==> config.mk <==
export PLATFORM = sky130hd
export DESIGN_NAME = ps2_rx_fifo
export DESIGN_NICKNAME = d
export VERILOG_FILES = /design/src/rtl/ps2_rx_fifo.sv
export SDC_FILE = /design/constraint.sdc
export NUM_CORES = 1
export LEC_CHECK = 0
export CORE_ASPECT_RATIO = 2
export CORE_MARGIN = 2
export CORE_UTILIZATION = 54
export CTS_CLUSTER_DIAMETER = 50
export DETAILED_ROUTE_END_ITERATION = 7
export PLACE_DENSITY_LB_ADDON = 0.3
export SYNTH_ARGS = -nofsm -noshare
export SYNTH_HDL_FRONTEND = slang
export SYNTH_SLANG_ARGS = --single-unit
==> constraint.sdc <==
create_clock -name clock -period 2.5 [get_ports clock]
set_clock_uncertainty 0.05 [all_clocks]
set_input_delay 0.25 -clock clock [delete_from_list [all_inputs] [get_ports clock]]
set_output_delay 0.25 -clock clock [all_outputs]
set_load 0.02 [all_outputs]
==> src/rtl/ps2_rx_fifo.sv <==
// PS/2 keyboard receiver: pin synchronisers, 11-bit frame decoder with timeout,
// and a small byte FIFO whose head byte is presented to the core.
module ps2_rx_fifo #(
    parameter int SYNC_STAGES    = 2,
    parameter int TIMEOUT_CYCLES = 5000,
    parameter int FIFO_DEPTH     = 4,
    parameter int FIFO_AW        = 2
) (
    input  logic               clock,
    input  logic               reset,
    input  logic               ps2_clk,
    input  logic               ps2_data,
    input  logic               ps2_pop,
    output logic [7:0]         ps2_out,
    output logic               ps2_key_pressed,
    output logic [FIFO_AW:0]   fifo_count,
    output logic               frame_error,
    output logic               overflow
);

    localparam logic [1:0] S_IDLE   = 2'd0;
    localparam logic [1:0] S_DATA   = 2'd1;
    localparam logic [1:0] S_PARITY = 2'd2;
    localparam logic [1:0] S_STOP   = 2'd3;

    localparam int              TW     = $clog2(TIMEOUT_CYCLES) + 1;
    localparam logic [TW-1:0]   T_LAST = TW'(TIMEOUT_CYCLES - 1);
    localparam logic [FIFO_AW:0] FULL  = (FIFO_AW + 1)'(FIFO_DEPTH);

    logic [SYNC_STAGES-1:0] clk_sync;
    logic [SYNC_STAGES-1:0] data_sync;
    logic                   clk_prev;
    logic                   fall;
    logic                   bit_in;

    logic [1:0]    state;
    logic [2:0]    bit_cnt;
    logic [7:0]    shreg;
    logic          parity_bit;
    logic [TW-1:0] timeout_ctr;

    logic [7:0]         mem [FIFO_DEPTH];
    logic [FIFO_AW-1:0] rd_ptr;
    logic [FIFO_AW-1:0] wr_ptr;

    logic frame_ok;
    logic push;
    logic start_err;
    logic stop_err;
    logic timeout;
    logic do_pop;
    logic do_push;

    // Sync chains reset high so an idle bus does not look like a falling edge.
    always_ff @(posedge clock or negedge reset) begin
        if (!reset) begin
            clk_sync  <= '1;
            data_sync <= '1;
            clk_prev  <= 1'b1;
            fall      <= 1'b0;
        end else begin
            clk_sync  <= {clk_sync[SYNC_STAGES-2:0], ps2_clk};
            data_sync <= {data_sync[SYNC_STAGES-2:0], ps2_data};
            clk_prev  <= clk_sync[SYNC_STAGES-1];
            fall      <= clk_prev & ~clk_sync[SYNC_STAGES-1];
        end
    end

    assign bit_in    = data_sync[SYNC_STAGES-1];
    assign frame_ok  = bit_in & (^{shreg, parity_bit});
    assign push      = fall && (state == S_STOP) && frame_ok;
    assign start_err = fall && (state == S_IDLE) && bit_in;
    assign stop_err  = fall && (state == S_STOP) && !frame_ok;
    assign timeout   = !fall && (state != S_IDLE) && (timeout_ctr == T_LAST);

    always_ff @(posedge clock or negedge reset) begin
        if (!reset) begin
            state       <= S_IDLE;
            bit_cnt     <= '0;
            shreg       <= '0;
            parity_bit  <= 1'b0;
            timeout_ctr <= '0;
            frame_error <= 1'b0;
        end else begin
            frame_error <= start_err | stop_err | timeout;
            if (fall || state == S_IDLE)
                timeout_ctr <= '0;
            else
                timeout_ctr <= timeout_ctr + 1'b1;

            if (timeout) begin
                state <= S_IDLE;
            end else if (fall) begin
                case (state)
                    S_IDLE: begin
                        if (!bit_in) begin
                            state   <= S_DATA;
                            bit_cnt <= '0;
                        end
                    end
                    S_DATA: begin
                        shreg   <= {bit_in, shreg[7:1]};
                        bit_cnt <= bit_cnt + 1'b1;
                        if (bit_cnt == 3'd7)
                            state <= S_PARITY;
                    end
                    S_PARITY: begin
                        parity_bit <= bit_in;
                        state      <= S_STOP;
                    end
                    default: state <= S_IDLE;
                endcase
            end
        end
    end

    // A pop in the same cycle frees a slot, so a push into a full FIFO is still accepted.
    assign do_pop  = ps2_pop && (fifo_count != '0);
    assign do_push = push && ((fifo_count != FULL) || do_pop);

    always_ff @(posedge clock or negedge reset) begin
        if (!reset) begin
            for (int unsigned i = 0; i < FIFO_DEPTH; i++)
                mem[i] <= '0;
            rd_ptr     <= '0;
            wr_ptr     <= '0;
            fifo_count <= '0;
            overflow   <= 1'b0;
        end else begin
            overflow <= push && !do_push;
            if (do_push) begin
                mem[wr_ptr] <= shreg;
                wr_ptr      <= wr_ptr + 1'b1;
            end
            if (do_pop)
                rd_ptr <= rd_ptr + 1'b1;
            case ({do_push, do_pop})
                2'b10:   fifo_count <= fifo_count + 1'b1;
                2'b01:   fifo_count <= fifo_count - 1'b1;
                default: fifo_count <= fifo_count;
            endcase
        end
    end

    assign ps2_key_pressed = (fifo_count != '0);
    assign ps2_out         = ps2_key_pressed ? mem[rd_ptr] : 8'h00;

endmodule

# After elaboration in Yosys (flattened, before gate mapping)
# Cells that the tools add are included.
# totals
regBits	75
out_inout_bits	14
# classes
add_sub_neg	6
n_bitwise	8
eq_ne	11
mux	16
n_reduce_logical	27
order_cmp	3
# op_table
op	n
$bwmux W32	1
$mux W8	4
$bmux W8 S2	1
$demux W8 S2	1
$add A14 B1 Y14 const B	1
$eq A14 B13 Y1 const B	1
$mux W14	1
$pmux W3 S2	2
$logic_and A1 B1 Y1	11
$ne A3 B3 Y1 const B	3
$reduce_and A3 Y1	3
$reduce_xor A9 Y1	1
$mux W2	4
$reduce_bool A2 Y1	4
$add A3 B1 Y3 const B	2
$eq A2 B2 Y1 const B	3
$ge A3 B3 Y1 const B	2
$not A2 Y3	2
$pmux W2 S3	1
$add A2 B1 Y2 const B	2
$eq A2 B1 Y1 const B	2
$reduce_and A4 Y1	1
$eq A3 B3 Y1 const B	1
$logic_not A1 Y1	3
other kinds (10)	14

# Longest topological paths before layout
# logic_depth
ltp_word	6
mapped_depth	11

# Worst setup path before layout
# Ideal clock, no wire load.
# synth_path
kind	flip-flop to flip-flop
startpoint	register fifo_count[1]
endpoint	register fifo_count[2]
required_time_ps	2370
stages_incl_launch_ff	11
arrival_time_ps	2575
period_less_slack_ps	2705
setup_time_ps	80
path_slack_ps	-205
path_buffers	1
cell_sequence	dfrtp_1 > or4b_2 > clkbuf_1 > nand3_1 > mux2_4 > ha_1 > inv_1 > fa_1 > xor2_1 > nor2_1 > xor2_1
# synth_via
elab_chain_cells	6
elab_cells_between_ends	11
cone_classes	add/sub: 2; eq/ne: 3; mux: 1; reduce/logical: 5
# synth_lines
element	line_no	text
start: declaration	16	output logic [FIFO_AW:0] fifo_count,
start signal: assignment	138	2'b10: fifo_count <= fifo_count + 1'b1;
start signal: assignment	139	2'b01: fifo_count <= fifo_count - 1'b1;
start signal: assignment	140	default: fifo_count <= fifo_count;
$reduce_bool A3 Y1	118	assign do_pop = ps2_pop && (fifo_count != '0);
$logic_and A1 B1 Y1	118	
$logic_or A1 B1 Y1	119	assign do_push = push && ((fifo_count != FULL) || do_pop);
$logic_and A1 B1 Y1	119	
$eq A2 B1 Y1 or $eq A2 B2 Y1 (tied branches)	137	case ({do_push, do_pop})
$pmux W3 S2 or $reduce_bool A2 Y1 (tied branches)	-	
# Parallel ways exist; a longest one is shown, timed or not.
# A chain may end at the register's enable or synchronous reset.

# Worst setup path in the final report
# layout_path
startpoint	register rd_ptr[0]
endpoint	output port ps2_out[4]
# layout_via
elab_chain_cells	5
# layout_lines
element	line_no	text
start: declaration	43	logic [FIFO_AW-1:0] rd_ptr;
start signal: assignment	136	rd_ptr <= rd_ptr + 1'b1;
$not A2 Y3 (not written as such)	146	assign ps2_out = ps2_key_pressed ? mem[rd_ptr] : 8'h00;
$bmux W8 S2	146	
$mux W8 (not written as such) (2 in a row)	146	
$mux W8	146	
end: declaration	14	output logic [7:0] ps2_out,
# No other way between the ends. The select of a mux whose other input is x is not followed.

==> run_results.csv <==
group,metric,value,unit
clock_tree,cts.reportedPaths.clkPinSlew,50,ps
cells_and_area,final_layout_size_suffix_gt1_share,32.5,%
sta,final_setup_margin,109,ps
sta,grt_setup_unrepaired,"no",
placement,place_hpwl,4.82,mm
sta,final-setup-viol-count,0,
yosys,synth.area.top_cells,"sky130_fd_sc_hd__dfrtp_1, sky130_fd_sc_hd__mux2_2, sky130_fd_sc_hd__mux4_2",
yosys,ys_async_sr_fraction,100,%
sta,timing_worst_slew_pin_value,615,ps
clock_tree,cts-buffers-inserted,9,
power_and_ir_drop,power.share.clock,25.2,%
cells_and_area,area.growth.synth_to_final,19.6,%
power_and_ir_drop,switching_share,33.3,%
sta,final.period_utilization,95.6,%
detailed_routing,detail_route.first_pass.iterations,4,
detailed_routing,vias,2252,
yosys,area_share_of_the_leading_cell_type_in_the_synthesized_netlist,47.7,%
cells_and_area,multiInputGateArea,0.00173,mm2
sta,tightest_slew_margin_relative_to_the_limit,59.0,%
detailed_routing,route.antenna.remaining_nets,0,
worst_hold_path,hp-class,"in2reg",
floorplanning,die_x,62.3,um
run,drv_cap,0,
global_routing,globalRouteMet2Util,37.6,%
critical_path,critPathMaxFanout,10,
power_and_ir_drop,combinational_share_of_power,39.8,%
yosys,ys_seq_area_share,51.2,%
global_routing,via_count_of_the_first_global_routing_pass,2413,
sta,min_period,2390,ps
power_and_ir_drop,vdd_ir_drop_max,0.000584,V
cells_and_area,design_area,0.00439,mm2
detailed_routing,drcViolationCount,0,
global_routing,gr-usage-met3,4.47,%
detailed_routing,drt_first_iter_violations,90,
global_routing,met1_grt_util,21.9,%
power_and_ir_drop,pwr_density_cell,1100,mW/mm2
sta,finalMaxSlewViolations,0,
sta,final_hold_viol_count,0,
floorplanning,design.core.area,0.00662,mm2
clock_tree,clock_sink_count,75,
yosys,yosys_most_used_dff,"sky130_fd_sc_hd__dfrtp_1",
global_routing,grt_busiest_layer,"met2",
cells_and_area,final_cell_mix,"sky130_fd_sc_hd__dfrtp_1, sky130_fd_sc_hd__mux2_2, sky130_fd_sc_hd__buf_4",
clock_tree,cts_root_buffer,"sky130_fd_sc_hd__clkbuf_16",
yosys,ys_ff_latch,75,
floorplanning,core.rowCount,42,
placement,postPlaceCellArea,0.00407,mm2
floorplanning,floorplan.die.height,121,um
yosys,synth_cell_type_count,42,
critical_path,worst_setup_path_start_kind,"register",
run_status,run_status,"finished, final reports clean",
power_and_ir_drop,p_leak,2.01,nW
yosys,synth_cells,280,
yosys,synth_edf_count,0,
critical_path,crit_arrival,2090,ps
clock_tree,worst_skew_pair.late_latency,330,ps
yosys,synth_top_area_cell,"sky130_fd_sc_hd__dfrtp_1",
detailed_routing,routed_wire_length_per_instance,16.1,um
clock_tree,cts_max_level,3,
floorplanning,initial_core_util,55.5,%
floorplanning,fp.dieArea,0.00752,mm2
clock_tree,ctsLongestPathBuffers,2,
yosys,syn-cell-area,0.00367,mm2
placement,preCtsSetupSlack,-9.52,ps
yosys,yosysWarnings,0,
detailed_routing,detail_route.vias_per_cell,5.48,
cells_and_area,area.sequential,0.00189,mm2
detailed_routing,drt_wl_total,6.63,mm
global_routing,overflow,0,
yosys,post_synth.cell_area_avg,13.1,um2
global_routing,globalRouteTotalUtil,20.3,%
cells_and_area,antennaDiodeCount,0,
yosys,synth_fp_nets,298,
worst_hold_path,holdPathStages,1,
global_routing,grt_antenna_before_repair,0,
global_routing,grt_start_max_net_pins,51,
cells_and_area,final.fill_count,536,
power_and_ir_drop,power.share.sequential,35.0,%
floorplanning,top_level_ports,19,
critical_path,cp_data_required_time,2200,ps
sta,max_clock_freq,418,MHz
power_and_ir_drop,switching_power,0.00162,W
placement,globalplace.congestion,0.761,
cells_and_area,layout.cells.most_common,"sky130_fd_sc_hd__dfrtp_1",
global_routing,grt_first_pass_wirelength,11.6,mm
power_and_ir_drop,internal_power,0.00324,W
critical_path,crit_type,"reg2out",
placement,placement.io_buffers,18,
clock_tree,tritoncts,"built",
critical_path,worst_r2r_path_depth,9,
cells_and_area,design.final.nets,336,
critical_path,critPathCaptureType,"output port",
worst max-delay path, stage by stage (launching register included):
cell and delay (ps):
sky130_fd_sc_hd__dfrtp_1 320, sky130_fd_sc_hd__buf_4 230, sky130_fd_sc_hd__mux4_2 520, sky130_fd_sc_hd__and2_1 170, sky130_fd_sc_hd__clkdlybuf4s50_1 530
through the flow:
step                      power [W]  setup TNS (ps)  cells  utilization [%]  hold slack [ps]
final                       0.00486               0    411             66.4              273
after global routing        0.00516               0    411             66.4              282
after CTS                   0.00490               0    409             66.0              262
after floorplan             0.00305               0    280                -            -95.6
after global placement      0.00359               0    392             61.4              253
after detailed placement    0.00364           -9.52    392             61.4              256
routing by layer:
layer,wire length [um],up-vias
li1,-,1067
met1,2440,1149
met2,3890,27
met3,152,9
met4,142,0
met5,0,-
final timing paths:
check / startpoint / end / slack (ps)
max: rd_ptr[0] / ps2_out[4] / 110
min: ps2_clk / clk_sync[0] / 270
max reg2reg: shreg[3] / fifo_count[2] / 160
min reg2reg: clk_sync[0] / clk_sync[1] / 310
max in group asynchronous: reset / wr_ptr[1] / 1330
min in group asynchronous: reset / mem[31] / 420
state kept, by name, indices dropped and copies added, names as in the netlist, 2 cells and up:
signal / count
fifo_count: 3
wr_ptr: 2
clk_sync: 2
timeout_ctr: 14
state: 2
shreg: 8
bit_cnt: 3
data_sync: 2
mem: 32
rd_ptr: 2
cells in the mapped netlist, types with 9 or more instances:
library cell,number
sky130_fd_sc_hd__nand4_1,12
sky130_fd_sc_hd__dfrtp_1,70
sky130_fd_sc_hd__nand3_1,10
sky130_fd_sc_hd__xnor2_1,9
sky130_fd_sc_hd__clkbuf_1,10
sky130_fd_sc_hd__nand2_1,9
sky130_fd_sc_hd__mux2_2,41
sky130_fd_sc_hd__nor2_1,15
sky130_fd_sc_hd__ha_1,12
sky130_fd_sc_hd__xor2_1,10
sky130_fd_sc_hd__and2_1,9
sky130_fd_sc_hd__inv_1,11
cells by family after synthesis:
kind of cell | count (synthesis) | share of synthesized area (%)
adders and majority gates | 13 | 4.63
buffers and inverters | 22 | 2.25
muxes | 58 | 21.6
xor gates and xnor gates | 22 | 6.43
AOI/OAI and AO/OA | 16 | 2.79
DFF | 75 | 51.2
and+or+nand+nor | 74 | 11.1
power groups by stage:
stage               sequential, W  combinational (W)  clock, W
floorplan                 0.00167            0.00138         0
global placement          0.00172            0.00187         0
detailed placement        0.00173            0.00191         0
CTS                       0.00171            0.00193   0.00126
global route              0.00174            0.00211   0.00130
finish                    0.00170            0.00193   0.00122
cell type report:
type	count	area share [%]
timing repair buffer	38	7.52
inverter	11	0.940
sequential	75	43.0
clock buffer	13	6.15
clock inverter	3	0.484
tap	88	2.51
multi-input combinational	183	39.4
repair_timing:
item / CTS / global route
gates resized for setup: 0 / 3
setup buffers: 0 / 2
hold buffers: 1 / 0
endpoints found under the hold margin: 43 / 0
setup endpoints to repair: 0 / 1
Note: power is estimated with default switching activity, not from simulation.
